==> src/rtl/sqw_pkg.sv <==
// rtl/sqw_pkg.sv - shared state, config types and default limits for the square-wave generator
package sqw_pkg;

   localparam int SQW_COUNTER_WIDTH = 18;
   localparam int SQW_MIN_PERIOD    = 2000;
   localparam int SQW_MAX_PERIOD    = 200000;

   typedef enum logic [1:0] {
      IDLE = 2'd0,
      HIGH = 2'd1,
      LOW  = 2'd2
   } sqw_state_t;

   typedef struct packed {
      logic [SQW_COUNTER_WIDTH-1:0] period;
      logic [SQW_COUNTER_WIDTH-1:0] high;
   } sqw_cfg_t;

   // A missing or impossible high time falls back to a 50 % duty cycle.
   function automatic logic [SQW_COUNTER_WIDTH-1:0] sqw_clamp_high(
      input logic [SQW_COUNTER_WIDTH-1:0] period,
      input logic [SQW_COUNTER_WIDTH-1:0] high
   );
      return ((high == '0) || (high >= period)) ? (period >> 1) : high;
   endfunction

endpackage

==> src/rtl/sqw_cfg_buffer.sv <==
// rtl/sqw_cfg_buffer.sv - config handshake, validation, duty clamp and single-entry shadow register
module sqw_cfg_buffer
   import sqw_pkg::*;
#(
   parameter int MIN_PERIOD = SQW_MIN_PERIOD,
   parameter int MAX_PERIOD = SQW_MAX_PERIOD
) (
   input  logic                         clk,
   input  logic                         rst_n,
   input  logic                         cfg_valid,
   output logic                         cfg_ready,
   input  logic [SQW_COUNTER_WIDTH-1:0] cfg_period,
   input  logic [SQW_COUNTER_WIDTH-1:0] cfg_high,
   output logic                         cfg_err,
   input  logic                         apply,
   output logic                         shadow_pending,
   output sqw_cfg_t                     shadow
);

   localparam logic [SQW_COUNTER_WIDTH-1:0] MIN_P = SQW_COUNTER_WIDTH'(MIN_PERIOD);
   localparam logic [SQW_COUNTER_WIDTH-1:0] MAX_P = SQW_COUNTER_WIDTH'(MAX_PERIOD);

   logic xfer;
   logic legal;

   assign cfg_ready = ~shadow_pending;
   assign xfer      = cfg_valid && cfg_ready;
   assign legal     = (cfg_period >= MIN_P) && (cfg_period <= MAX_P);

   // Illegal configs still complete the handshake; they are only reported and dropped.
   always_ff @(posedge clk or negedge rst_n) begin
      if (!rst_n) begin
         shadow_pending <= 1'b0;
         shadow         <= '0;
         cfg_err        <= 1'b0;
      end else begin
         cfg_err <= xfer && !legal;
         if (xfer && legal) begin
            shadow_pending <= 1'b1;
            shadow.period  <= cfg_period;
            shadow.high    <= sqw_clamp_high(cfg_period, cfg_high);
         end else if (apply) begin
            shadow_pending <= 1'b0;
         end
      end
   end

endmodule

==> src/rtl/square_wave_gen.sv <==
// rtl/square_wave_gen.sv - programmable square-wave generator: FSM, period counter, registered outputs
// Optional burst mode (burst_len/burst_done) is built when SQW_BURST_EN is defined.
module square_wave_gen
   import sqw_pkg::*;
#(
   parameter int COUNTER_WIDTH = SQW_COUNTER_WIDTH,
   parameter int MIN_PERIOD    = SQW_MIN_PERIOD,
   parameter int MAX_PERIOD    = SQW_MAX_PERIOD
) (
   input  logic                     clk,
   input  logic                     rst_n,
   input  logic                     enable,
   input  logic                     cfg_valid,
   output logic                     cfg_ready,
   input  logic [COUNTER_WIDTH-1:0] cfg_period,
   input  logic [COUNTER_WIDTH-1:0] cfg_high,
   output logic                     cfg_err,
   output logic                     wave_out,
   output logic                     period_start,
`ifdef SQW_BURST_EN
   input  logic [15:0]              burst_len,
   output logic                     burst_done,
`endif
   output logic                     active
);

   localparam logic [COUNTER_WIDTH-1:0] CNT_ONE = COUNTER_WIDTH'(1);

   sqw_state_t               state_q;
   sqw_state_t               state_d;
   logic [COUNTER_WIDTH-1:0] cnt_q;
   logic [COUNTER_WIDTH-1:0] cnt_d;
   logic [COUNTER_WIDTH-1:0] period_last;
   logic [COUNTER_WIDTH-1:0] high_last;
   sqw_cfg_t                 act_q;
   sqw_cfg_t                 shadow;
   logic                     loaded_q;
   logic                     shadow_pending;
   logic                     apply;
   logic                     boundary;
   logic                     wave_d;
   logic                     start_d;
   logic                     run_ok;
   logic                     burst_stop;

   sqw_cfg_buffer #(
      .MIN_PERIOD (MIN_PERIOD),
      .MAX_PERIOD (MAX_PERIOD)
   ) u_cfg (
      .clk            (clk),
      .rst_n          (rst_n),
      .cfg_valid      (cfg_valid),
      .cfg_ready      (cfg_ready),
      .cfg_period     (SQW_COUNTER_WIDTH'(cfg_period)),
      .cfg_high       (SQW_COUNTER_WIDTH'(cfg_high)),
      .cfg_err        (cfg_err),
      .apply          (apply),
      .shadow_pending (shadow_pending),
      .shadow         (shadow)
   );

   assign period_last = COUNTER_WIDTH'(act_q.period) - CNT_ONE;
   assign high_last   = COUNTER_WIDTH'(act_q.high) - CNT_ONE;
   assign boundary    = (state_q == LOW) && (cnt_q == period_last);

   // While idle no waveform is in flight, so the shadow can be taken at once.
   assign apply = shadow_pending && (!loaded_q || (state_q == IDLE) || boundary);

   always_ff @(posedge clk or negedge rst_n) begin
      if (!rst_n) begin
         act_q    <= '0;
         loaded_q <= 1'b0;
      end else if (apply) begin
         act_q    <= shadow;
         loaded_q <= 1'b1;
      end
   end

   always_ff @(posedge clk or negedge rst_n) begin
      if (!rst_n) begin
         state_q      <= IDLE;
         cnt_q        <= '0;
         wave_out     <= 1'b0;
         period_start <= 1'b0;
      end else begin
         state_q      <= state_d;
         cnt_q        <= cnt_d;
         wave_out     <= wave_d;
         period_start <= start_d;
      end
   end

   always_comb begin
      state_d = state_q;
      cnt_d   = cnt_q;
      unique case (state_q)
         IDLE: begin
            cnt_d = '0;
            if (enable && loaded_q && run_ok) begin
               state_d = HIGH;
            end
         end
         HIGH: begin
            cnt_d = cnt_q + CNT_ONE;
            if (cnt_q == high_last) begin
               state_d = LOW;
            end
         end
         LOW: begin
            if (boundary) begin
               cnt_d   = '0;
               state_d = (enable && !burst_stop) ? HIGH : IDLE;
            end else begin
               cnt_d = cnt_q + CNT_ONE;
            end
         end
         default: begin
            state_d = IDLE;
            cnt_d   = '0;
         end
      endcase
   end

   always_comb begin
      wave_d  = (state_d == HIGH);
      start_d = (state_d == HIGH) && (state_q != HIGH);
   end

   assign active = (state_q != IDLE);

`ifdef SQW_BURST_EN
   logic [15:0] burst_rem_q;
   logic        burst_hold_q;

   assign run_ok     = !burst_hold_q;
   assign burst_stop = (burst_rem_q == 16'd1);

   // burst_hold_q blocks a restart until enable has been seen low.
   always_ff @(posedge clk or negedge rst_n) begin
      if (!rst_n) begin
         burst_rem_q  <= '0;
         burst_hold_q <= 1'b0;
         burst_done   <= 1'b0;
      end else begin
         burst_done <= boundary && burst_stop;
         if ((state_q == IDLE) && (state_d == HIGH)) begin
            burst_rem_q <= burst_len;
         end else if (boundary && (burst_rem_q != 16'd0)) begin
            burst_rem_q <= burst_rem_q - 16'd1;
         end
         if (boundary && burst_stop) begin
            burst_hold_q <= 1'b1;
         end else if (!enable) begin
            burst_hold_q <= 1'b0;
         end
      end
   end
`else
   assign run_ok     = 1'b1;
   assign burst_stop = 1'b0;
`endif

endmodule

==> config.mk <==
export PLATFORM = sky130hd
export DESIGN_NAME = square_wave_gen
export DESIGN_NICKNAME = d
export VERILOG_FILES = /design/src/rtl/sqw_pkg.sv /design/src/rtl/sqw_cfg_buffer.sv /design/src/rtl/square_wave_gen.sv
export SDC_FILE = /design/constraint.sdc
export NUM_CORES = 1
export LEC_CHECK = 0
export ABC_AREA = 1
export BUFFER_PORTS_ARGS = -buffer_cell sky130_fd_sc_hd__buf_2
export CAP_MARGIN = 40
export CORE_UTILIZATION = 45
export CTS_CLUSTER_DIAMETER = 30
export DETAILED_ROUTE_END_ITERATION = 8
export SYNTH_ARGS = -nofsm -noshare
export SYNTH_HDL_FRONTEND = slang
export SYNTH_SLANG_ARGS = --single-unit
==> constraint.sdc <==
create_clock -name clk -period 3.67 [get_ports clk]
set_input_delay 0.734 -clock clk [delete_from_list [all_inputs] [get_ports clk]]
set_output_delay 0.734 -clock clk [all_outputs]
set_load 0.01 [all_outputs]
Word level (Yosys, flattened, before mapping) --
Cells that the tools add are included.
Storage, ports and cells: flip-flop bits (word level) 97, logic and storage cells 51, output and inout bits 5, input port bits 40
Operators by class: bitwise gates (word level) 1, muxes and demuxes 10, reductions and logical operators 17, add/subtract/negate cells 3, equal/unequal tests 6, $lt $le $gt $ge 3
Operator list (count):
- == test 18 bit | 2
- two-way mux 18 bit | 2
- one-hot mux 18 bit (2 select lines) | 1
- subtractor 18 x 1 -> 18 bit, second input constant | 2
- adder 18 x 1 -> 18 bit, second input constant | 1
- >= comparator 18 x 11 -> 1 bit, second input constant | 1
- >= comparator 18 bit | 1
- <= comparator 18 bit, second input constant | 1
- logical NOT 18 bit | 1
- logical AND 1 bit | 8
- two-way mux 2 bit | 3
- one-hot mux 2 bit (3 select lines) | 1
- == test 2 x 1 -> 1 bit, second input constant | 2
- nonzero test 2 bit | 2
- logical OR 1 bit | 3
- two-way mux 1 bit | 3
- == test 2 bit, second input constant | 1
- logical NOT 1 bit | 2
- logical NOT 2 bit | 1
- inequality test 2 x 1 -> 1 bit, second input constant | 1
- inverter 1 bit | 1

Longest topological paths before layout --
Gate-level depths: netlist (run 1).
word-level depth 7, mapped depth 18, gate-level depth less buffers 18

Cells and area by module --
Synthesis (run 1) repeated with hierarchy kept, for this count alone.
Second synthesis, totals: cell total of the unflattened synthesis 942, area, all modules 6757.7 um^2
By module, submodules not included:
- square_wave_gen | area an instance 4330.4 um^2, instances 1, sequential area each 1476.4 um^2, cells each 617
- sqw_cfg_buffer | area an instance 2427.3 um^2, instances 1, sequential area each 950.9 um^2, cells each 325

Worst setup path before layout (run 1) --
OpenSTA, ideal clock, no wires.
kind input -> register, from input cfg_period[3], to register, netlist name u_cfg.shadow[10], arrival 2266 ps, cell stages on the path 13, data required time 3546 ps, library setup time 124 ps, buffers on the path 1, setup slack 1280 ps, cells stage by stage inv_1 ha_1 a21oi_1 nor2_1 a211oi_1 nor2_1 o21ai_0 nand4_1 nor2_2 buf_2 nand2_1 o211ai_1 nand2_1
Between the ends: cells in the longest elaborated chain, start to end 3, elaborated cells on any way between the ends 7, those cells by class order compare: 3; mux: 1; reduce/logical: 3
Ends and longest elaborated chain:
- from (decl) | line square_wave_gen.sv:15 | input logic [COUNTER_WIDTH-1:0] cfg_period,
- >= comparator 18 bit, or another cell as far along | line sqw_pkg.sv:24 | return ((high == '0) || (high >= period)) ? (period >> 1) : high;
- logical OR 1 bit / logical AND 1 bit (equally long branches) | line sqw_pkg.sv:24, sqw_cfg_buffer.sv:28
- two-way mux 18 bit / logical AND 1 bit (equally long branches) | line sqw_pkg.sv:24, sqw_cfg_buffer.sv:38
Parallel ways exist; a longest one is shown, timed or not. A chain may end at the register's enable or synchronous reset.

Final worst setup path (run 1) --
from register act_q[18] (netlist bit), to register act_q[0] (netlist bit)
Between the ends: cells in the longest elaborated chain, start to end 5
Ends and longest elaborated chain:
- from (decl) | line square_wave_gen.sv:35 | sqw_cfg_t act_q;
- from (signal assigned) | line square_wave_gen.sv:74 | act_q <= shadow;
- subtractor 18 x 1 -> 18 bit | line square_wave_gen.sv:62 | assign period_last = COUNTER_WIDTH'(act_q.period) - CNT_ONE;
- == test 18 bit | line square_wave_gen.sv:64 | assign boundary = (state_q == LOW) && (cnt_q == period_last);
- logical AND 1 bit | line square_wave_gen.sv:64
- logical OR 1 bit | line square_wave_gen.sv:67 | assign apply = shadow_pending && (!loaded_q || (state_q == IDLE) || boundary);
- logical AND 1 bit | line square_wave_gen.sv:67
Every way passes these cells.

==> results of run 1 <==
[critical path, cell delays in order (launching register included)]
cell	delay, ns
dfrtp_1	0.37
inv_2	0.12
ha_1	0.27
nand3_2	0.14
nor2_4	0.23
nand2_1	0.10
xor2_1	0.14
nand2_1	0.07
nor2_1	0.13
nand3_2	0.13
nand3_2	0.36
nand2_4	0.47
nor2_1	0.38
a21oi_2	0.05
[report_power, final]
group / internal, W / leakage [nW] / total [W] / switching, W
combinational: 0.000676 / 2.16 / 0.00186 / 0.00118
sequential: 0.00148 / 1.22 / 0.00188 / 0.000400
clock: 0.000543 / 0.146 / 0.000994 / 0.000451
total: 0.00270 / 3.53 / 0.00473 / 0.00203
[cell families after synthesis]
family / after synthesis / share of synthesized area (%)
XOR/XNOR: 38 / 5.56
AND/OR/NAND/NOR: 469 / 33.1
adder cells (fa/ha/maj): 25 / 5.02
buffers and inverters: 129 / 8.89
AO/OA/AOI/OAI: 90 / 8.53
flip-flops: 97 / 38.9
[through the flow]
step	hold slack (ns)	cell area, sq um	total power [W]	instances
floorplan	0.438	6230	0.00329	848
global placement	0.470	6550	0.00370	1047
detailed placement	0.468	6570	0.00375	1048
CTS	0.413	6880	0.00477	1064
global route	0.441	6880	0.00515	1064
finish	0.387	6880	0.00473	1064
[layout by cell type, fill, tap and decap left out, types with 15 or more instances in the layout]
master / Yosys / final
xnor2_1: 15 / 15
nand3_1: 56 / 56
xor2_1: 22 / 22
ha_1: 25 / 25
inv_1: 99 / 99
o21ai_0: 36 / 36
dfrtp_1: 97 / 97
nor2_1: 95 / 95
a21oi_1: 25 / 25
nand2_1: 251 / 251
buf_2: 8 / 43
[cell type report]
cell class	count	area share [%]
clock buffer	9	3.27
inverter	103	5.62
tap	176	3.20
clock inverter	7	1.24
timing repair buffer	50	4.00
multi-input combinational	622	47.4
sequential	97	35.3
[state kept, by name (all words and copies together) (netlist names)]
register,count
act_q,36
cnt_q,18
loaded_q,1
period_start,1
state_q,2
u_cfg.cfg_err,1
u_cfg.shadow,36
u_cfg.shadow_pending,1
wave_out,1
[per-layer routing]
metal  GRT usage, %  vias to the layer above  part of all wire, %
li1               -                     2770                    -
met1           32.2                     2564                   48
met2           37.5                      145                   45
met3           3.52                       23                  4.1
met4           8.52                        0                  2.1
met5              0                        -                    0
[worst max path at each step]
stage                                from                      endpoint  slack [ns]  cells past startpoint
finish              act_q[18]$_DFFE_PN0P_          act_q[0]$_DFFE_PN0P_        0.55                     13
global route        act_q[18]$_DFFE_PN0P_          act_q[0]$_DFFE_PN0P_        0.21                     13
CTS                 act_q[18]$_DFFE_PN0P_          act_q[0]$_DFFE_PN0P_        0.51                     13
detailed placement  act_q[18]$_DFFE_PN0P_          act_q[0]$_DFFE_PN0P_        0.53                     13
global placement            cfg_period[3]   u_cfg.shadow[2]$_DFFE_PN0P_        0.44                     13
floorplan                   cfg_period[3]  u_cfg.shadow[10]$_DFFE_PN0P_        1.28                     13
==> impl_metrics.py, run 1 <==
metrics = {
    "outcome": {
        "status": "completed",
    },
    "worst_setup_path": {
        "rr_worst_depth": 13,
        "ff2ff_setup_slack_ns": 0.55,
        "endpoint_kind": "register",
        "r2r-end": "act_q[0]$_DFFE_PN0P_",
        "crit_arrival_ns": 3.34,
        "worst_setup_path_start_kind": "register",
        "crit_type": "register to register",
        "required_ns": 3.89,
        "critPathMaxFanout": 55,
        "reg2reg_from": "act_q[18]$_DFFE_PN0P_",
    },
    "yosys": {
        "ys.flop_type": "dfrtp_1",
        "syn_nets": 913,
        "avgSynthCellArea_sq_um": 7.35,
        "synth.area.top_cells": "dfrtp_1 39%, nand2_1 15%, inv_1 6.0%",
        "synthArstFlopShare_pct": 100,
        "synth.top_cell.area_share_pct": 38.9,
        "synth_top_cell_by_area": "dfrtp_1",
        "ys_ff_latch": 97,
        "ys_seq_area_share_pct": 38.9,
        "synth_edf_count": 0,
        "synth_top_cells_by_count": "251 x nand2_1, 99 x inv_1, 97 x dfrtp_1",
        "yosys.cell_count.top_type": "nand2_1",
        "syn_area_sq_um": 6230,
        "ys_warn_count": 0,
        "syn_inst": 848,
        "yosysUniqueCellTypes": 40,
    },
    "clock_network": {
        "clock_sinks": 97,
        "post_cts_resized": 0,
        "clkTransAtPathRegs_ns": 0.07,
        "clk_latency_ns": 0.35,
        "cts_max_level": 3,
        "post_cts_buffers": 0,
        "hold_buffers": 0,
        "cts_tree": "built",
        "cts_inserted_buffers": 9,
        "cts_root_buffer": "clkbuf_16",
        "clock_path_buffers": 2,
    },
    "placement": {
        "place_hpwl_mm": 12.0,
        "gp_congestion": 0.938,
        "dpl_worst_slack_ns": 0.530,
        "io_buffer_count": 44,
    },
    "detailed_routing": {
        "wl_per_cell_um": 14.7,
        "num_vias": 5502,
        "first_pass_iters": 5,
        "drt-initial-drc-count": 366,
        "vias_per_cell": 5.17,
        "drtAntennaViolNets": 0,
        "drt-total-wl_mm": 15.7,
        "drc": 0,
    },
    "sta": {
        "hold_viol_final": 0,
        "min_period_over_period_pct": 85.1,
        "worstMarginPinSlew_ns": 0.794,
        "slew_viol_final": 0,
        "setup_ws_ns": 0.548,
        "setup_tns_ns": 0,
        "period_minus_slack_ns": 3.12,
        "fin_skew_ns": 0.00763,
        "fmax_mhz": 320,
        "rsz0062_at_grt": "no",
        "slew-limit-headroom_pct": 47.1,
        "setup_violations": 0,
    },
    "floorplanning": {
        "die_w_um": 120,
        "die_h_um": 120,
        "coreArea_sq_um": 13400,
        "rows": 42,
        "io_pins": 45,
        "start_util_pct": 46.5,
        "die-area_sq_um": 14300,
    },
    "final_layout": {
        "nNetsFinal": 948,
        "fillers": 1346,
        "area_growth_pct": 10.3,
        "multiInputGateArea_sq_um": 3260,
        "finalCoreUtilization_pct": 51.3,
        "final_layout_size_suffix_gt1_share_pct": 12.4,
        "antenna_cells": 0,
        "regArea_sq_um": 2430,
    },
    "global_routing": {
        "grt_pass1_vias": 5343,
        "grt_pass1_wl_mm": 26.4,
        "antenna_found_initial": 0,
        "grt-ovfl-total": 0,
        "grt_use_total_pct": 23.5,
        "grt_max_degree": 56,
    },
    "flow_run": {
        "max_cap_violations": 0,
    },
    "power_and_ir_drop": {
        "p_leak_nw": 3.53,
        "peakVddDrop_mv": 0.253,
        "power_density_nw_per_um2": 688,
    },
    "worst_hold_path": {
        "hp-class": "primary input to async pin",
    },
}
(Power assumes the default switching activity.)
==> run 2: changes to the inputs <==
--- a/config.mk
+++ b/config.mk
@@ -11,6 +11,8 @@
 export CORE_UTILIZATION = 45
 export CTS_CLUSTER_DIAMETER = 30
 export DETAILED_ROUTE_END_ITERATION = 8
+export PLACE_DENSITY = 0.63
 export SYNTH_ARGS = -nofsm -noshare
 export SYNTH_HDL_FRONTEND = slang
 export SYNTH_SLANG_ARGS = --single-unit
+export TNS_END_PERCENT = 100
==> impl_metrics.py, run 2 (synthesis gave the netlist of run 1 again) <==
metrics = {
    "final_layout": {
        "final_layout_size_suffix_gt1_share_pct": 12.4,
        "top_regs": "act_q: 36 flops, u_cfg.shadow: 36 flops, cnt_q: 18 flops",
        "area_growth_pct": 9.79,
        "finalCoreUtilization_pct": 51.1,
        "final_cell_mix": "251 x nand2_1, 99 x inv_1, 97 x dfrtp_1",
        "final_common_cell": "nand2_1",
        "fillers": 1359,
        "nNetsFinal": 948,
        "antenna_cells": 0,
    },
    "floorplanning": {
        "rows": 42,
        "coreArea_sq_um": 13400,
        "die-area_sq_um": 14300,
        "die_w_um": 120,
        "io_pins": 45,
        "start_util_pct": 46.5,
        "die_h_um": 120,
    },
    "clock_network": {
        "clk_latency_ns": 0.35,
        "clkTransAtPathRegs_ns": 0.07,
        "clock_sinks": 97,
        "cts_tree": "built",
        "hold_buffers": 0,
        "cts_inserted_buffers": 9,
        "clock_path_buffers": 2,
        "post_cts_buffers": 0,
        "cts_max_level": 3,
        "cts_root_buffer": "clkbuf_16",
        "post_cts_resized": 0,
    },
    "global_routing": {
        "grt_pass1_wl_mm": 24.4,
        "grt_use_total_pct": 21.8,
        "grt_pass1_vias": 5002,
        "grt_max_degree": 56,
        "grt-ovfl-total": 0,
        "antenna_found_initial": 0,
    },
    "worst_setup_path": {
        "ff2ff_setup_slack_ns": 0.74,
        "reg2reg_from": "act_q[18]$_DFFE_PN0P_",
        "critPathMaxFanout": 55,
        "endpoint_kind": "register",
        "crit_start": "act_q[18]$_DFFE_PN0P_",
        "worst_setup_path_start_kind": "register",
        "required_ns": 3.95,
        "crit_type": "register to register",
        "critPathCapture": "act_q[7]$_DFFE_PN0P_",
        "r2r-end": "act_q[7]$_DFFE_PN0P_",
        "rr_worst_depth": 13,
        "path_cells": "inv_2 -> ha_1 -> nand3_2 -> nor2_4 -> nand2_1 -> xor2_1 -> nand2_1 -> nor2_1 -> nand3_2 -> nand3_2 -> nand2_4 -> nor2_1 -> a21oi_2",
        "cp_common_cell": "nand3_2",
        "slowest_delay_ns": 0.65,
        "crit_path_top_delay_cell": "nand2_4",
        "crit_arrival_ns": 3.22,
    },
    "sta": {
        "setup_violations": 0,
        "fin_skew_ns": 0.00742,
        "hold_viol_final": 0,
        "period_minus_slack_ns": 2.93,
        "worstMarginPinSlew_ns": 0.686,
        "rsz0062_at_grt": "no",
        "setup_tns_ns": 0,
        "fmax_mhz": 341,
        "slew-limit-headroom_pct": 54.3,
        "slew_viol_final": 0,
        "timing.hold.ws_ns": 0.420,
        "min_period_over_period_pct": 79.9,
    },
    "power_and_ir_drop": {
        "peakVddDrop_mv": 0.273,
        "p_sw_share_pct": 42.9,
        "intPower_w": 0.00262,
        "p_sw_w": 0.00197,
        "seq_power_share_pct": 40.1,
        "p_leak_nw": 3.52,
        "power_density_nw_per_um2": 671,
        "p_clk_share_pct": 19.6,
        "power_frac_comb_pct": 40.2,
    },
    "detailed_routing": {
        "num_vias": 5220,
        "drc": 0,
        "wl_per_cell_um": 13.6,
        "drtAntennaViolNets": 0,
        "drt-total-wl_mm": 14.5,
        "vias_per_cell": 4.91,
        "first_pass_iters": 4,
        "drt-initial-drc-count": 311,
    },
    "placement": {
        "gp_congestion": 0.858,
        "io_buffer_count": 44,
        "place_hpwl_mm": 11.3,
    },
    "flow_run": {
        "max_cap_violations": 0,
    },
    "worst_hold_path": {
        "hp-class": "primary input to async pin",
    },
    "outcome": {
        "status": "completed",
    },
}
[run 2: changes by cell type in the layout (fill, tap and decap cells not counted), sizes merged]
cell,previous run,this run
bufinv,1,0
inv,107,106
clkinvlp,2,1
clkinv,0,3
[run 2: area by class of cell]
type	count	area, sq um	share of cell area [%]
multi-input cells	622	3260	47.6
clock buffers	9	225	3.29
clock inverters	7	52.6	0.768
flip-flops and latches	97	2430	35.5
well taps	176	220	3.22
inverters	103	387	5.65
repair buffers	50	275	4.02
[run 2: how the worst min path moves through the flow]
| stage | cells after the start | end | slack, ns | from |
|---|---|---|---|---|
| finish | 1 | act_q[18]$_DFFE_PN0P_ | 0.42 | rst_n |
| global route | 1 | act_q[18]$_DFFE_PN0P_ | 0.47 | rst_n |
| CTS | 1 | act_q[18]$_DFFE_PN0P_ | 0.45 | rst_n |
| detailed placement | 2 | u_cfg.shadow[14]$_DFFE_PN0P_ | 0.47 | u_cfg.shadow[14]$_DFFE_PN0P_ |
| global placement | 2 | u_cfg.shadow[15]$_DFFE_PN0P_ | 0.47 | u_cfg.shadow[15]$_DFFE_PN0P_ |
| floorplan | 0 | act_q[0]$_DFFE_PN0P_ | 0.44 | rst_n |
[run 2: critical path, delay by kind of cell (launching register included)]
family          cells  cell delay, ns
fa+ha+maj           1            0.26
compound gates      1            0.13
buf+inv             1            0.11
simple gates        9            1.82
flops               1            0.37
xor+xnor            1            0.14
[run 2: stage by stage]
stage               cells  power, W  area, sq um  worst slack (ns)
floorplan             848   0.00329         6230              1.28
global placement     1047   0.00369         6550             0.389
detailed placement   1048   0.00372         6570             0.712
CTS                  1064   0.00464         6850             0.694
global route         1064   0.00502         6850             0.349
finish               1064   0.00459         6850             0.737
[run 2: metal layers]
metal  part of all wire, %  track usage (%)
met1                    50             30.2
met2                    44             33.7
met3                   3.3             3.28
met4                   2.6             9.22
met5                     0                0
[run 2: power groups by stage]
stage               combinational, W  clock (W)  sequential (W)
floorplan                    0.00153          0         0.00175
global placement             0.00184          0         0.00185
detailed placement           0.00186          0         0.00186
CTS                          0.00187   0.000927         0.00184
global route                 0.00216   0.000971         0.00190
finish                       0.00185   0.000902         0.00184
==> run 3: changes to the inputs <==
==> constraint.sdc (replaced) <==
create_clock -name clk -period 2.8 [get_ports clk]
set_input_delay 0.56 -clock clk [delete_from_list [all_inputs] [get_ports clk]]
set_output_delay 0.56 -clock clk [all_outputs]
set_load 0.01 [all_outputs]
==> impl_metrics.py, run 3 (synthesis gave the netlist of run 1 again) <==
metrics = {
    "final_layout": {
        "top_regs": "act_q: 36 flops, u_cfg.shadow: 36 flops, cnt_q: 18 flops",
        "final_layout_size_suffix_gt1_share_pct": 12.9,
        "antenna_cells": 0,
        "final_cell_mix": "251 x nand2_1, 99 x inv_1, 97 x dfrtp_1",
        "multiInputGateArea_sq_um": 3260,
        "fillers": 1367,
        "regArea_sq_um": 2430,
        "area_growth_pct": 11.2,
        "final_common_cell": "nand2_1",
        "stdcell_count": 1069,
        "finalCoreUtilization_pct": 51.7,
        "nNetsFinal": 953,
    },
    "worst_setup_path": {
        "crit_path_top_delay_cell": "dfrtp_1",
        "required_ns": 3.05,
        "path_cells": "inv_2 -> ha_1 -> nand3_2 -> nor2_4 -> nand2_1 -> xor2_1 -> nand2_1 -> nor2_1 -> nand3_2 -> nand2_1 -> nand2_2 -> nand2_2 -> a21oi_1 -> o21a_1",
        "crit_type": "register to register",
        "endpoint_kind": "register",
        "slowest_delay_ns": 0.37,
        "cp_common_cell": "nand2_1",
        "critPathMaxFanout": 18,
        "path_buf_inv": 1,
        "worst_setup_path_start_kind": "register",
        "cp_top_family": "simple AND/OR/NAND/NOR gates",
        "crit_arrival_ns": 2.58,
    },
    "sta": {
        "fin_skew_ns": 0.00865,
        "worstMarginPinSlew_ns": 0.682,
        "min_period_over_period_pct": 83.1,
        "fmax_mhz": 430,
        "hold_viol_final": 0,
        "period_minus_slack_ns": 2.33,
        "rsz0062_at_grt": "no",
        "slew-limit-headroom_pct": 54.6,
        "setup_ws_ns": 0.473,
        "setup_tns_ns": 0,
        "slew_viol_final": 0,
        "setup_violations": 0,
    },
    "clock_network": {
        "cts_tree": "built",
        "clock_sinks": 97,
        "clock_path_buffers": 2,
        "hold_buffers": 0,
        "post_cts_buffers": 0,
        "cts_root_buffer": "clkbuf_16",
        "clk_latency_ns": 0.36,
        "post_cts_resized": 0,
        "clkTransAtPathRegs_ns": 0.07,
        "cts_max_level": 3,
        "cts_inserted_buffers": 9,
    },
    "power_and_ir_drop": {
        "power_density_nw_per_um2": 882,
        "p_clk_share_pct": 19.8,
        "intPower_w": 0.00352,
        "p_sw_w": 0.00259,
        "p_sw_share_pct": 42.4,
        "peakVddDrop_mv": 0.335,
        "power_frac_comb_pct": 40.1,
        "p_leak_nw": 3.56,
        "seq_power_share_pct": 40.0,
    },
    "detailed_routing": {
        "num_vias": 5237,
        "drt-initial-drc-count": 278,
        "drtAntennaViolNets": 0,
        "first_pass_iters": 4,
        "vias_per_cell": 4.90,
        "wl_per_cell_um": 13.5,
        "drc": 0,
        "drt-total-wl_mm": 14.5,
    },
    "global_routing": {
        "grt_pass1_vias": 5054,
        "grt_use_total_pct": 22.0,
        "grt_max_degree": 51,
        "antenna_found_initial": 0,
        "grt_pass1_wl_mm": 24.6,
        "grt-ovfl-total": 0,
    },
    "floorplanning": {
        "die_w_um": 120,
        "die-area_sq_um": 14300,
        "start_util_pct": 46.5,
        "die_h_um": 120,
        "rows": 42,
        "coreArea_sq_um": 13400,
        "io_pins": 45,
    },
    "worst_hold_path": {
        "hp-class": "primary input to async pin",
    },
    "placement": {
        "dpl_worst_slack_ns": 0.297,
        "place_hpwl_mm": 11.4,
        "gp_congestion": 0.946,
        "dp.cells": 1053,
        "io_buffer_count": 44,
    },
    "flow_run": {
        "max_cap_violations": 0,
    },
    "outcome": {
        "status": "completed",
    },
}
## run 3: cell count changes in the layout (fill, tap and decap cells not counted)
cell        change
buf_12          +4
buf_4           +2
buf_8           -1
clkbuf_8        +1
clkinv_2        -1
clkinv_4        -1
clkinvlp_4      +1
## run 3: power by group through the flow
stage	clock, W	combinational [W]	sequential (W)
6_report	0.00121	0.00245	0.00245
5_1_grt	0.00130	0.00285	0.00251
4_1_cts	0.00124	0.00249	0.00244
3_5_place_dp	0	0.00247	0.00247
3_3_place_gp	0	0.00243	0.00246
2_1_floorplan	0	0.00201	0.00230
## run 3: through the flow
stage                     cell area (sq um)  hold slack [ns]  total power, W
after floorplan                        6230            0.264         0.00431
final                                  6930            0.244         0.00612
after global placement                 6650            0.466         0.00489
after detailed placement               6650            0.467         0.00494
after CTS                              6930            0.270         0.00617
after global routing                   6930            0.301         0.00666
## run 3: final cells by class
| class | instances | share of cell area (%) |
|---|---|---|
| Clock buffer | 10 | 3.45 |
| Clock inverter | 6 | 0.668 |
| Inverter | 103 | 5.58 |
| Multi-Input combinational cell | 622 | 47.0 |
| Sequential cell | 97 | 35.0 |
| Tap cell | 176 | 3.18 |
| Timing Repair Buffer | 55 | 5.13 |
## run 3: worst paths after layout
path                                              startpoint                      endpoint  slack, ns  depth (start not counted)
worst min register to register  u_cfg.shadow[16]$_DFFE_PN0P_  u_cfg.shadow[16]$_DFFE_PN0P_       0.49                          2
min in group clk                                   cfg_valid       u_cfg.cfg_err$_DFF_PN0_       0.46                          3
worst min-delay path                                   rst_n            cnt_q[9]$_DFF_PN0_       0.24                          1
worst max-delay path                   act_q[18]$_DFFE_PN0P_           cnt_q[16]$_DFF_PN0_       0.47                         14
worst max register to register         act_q[18]$_DFFE_PN0P_           cnt_q[16]$_DFF_PN0_       0.47                         14
max in group asynchronous                              rst_n           cnt_q[10]$_DFF_PN0_       1.87                          2
## run 3: per-layer routing
metal	track usage, %	share of wire (%)
met4	9.30	2.0
met5	0	0
met2	34.9	45
met1	30.4	50
met3	2.38	3.4
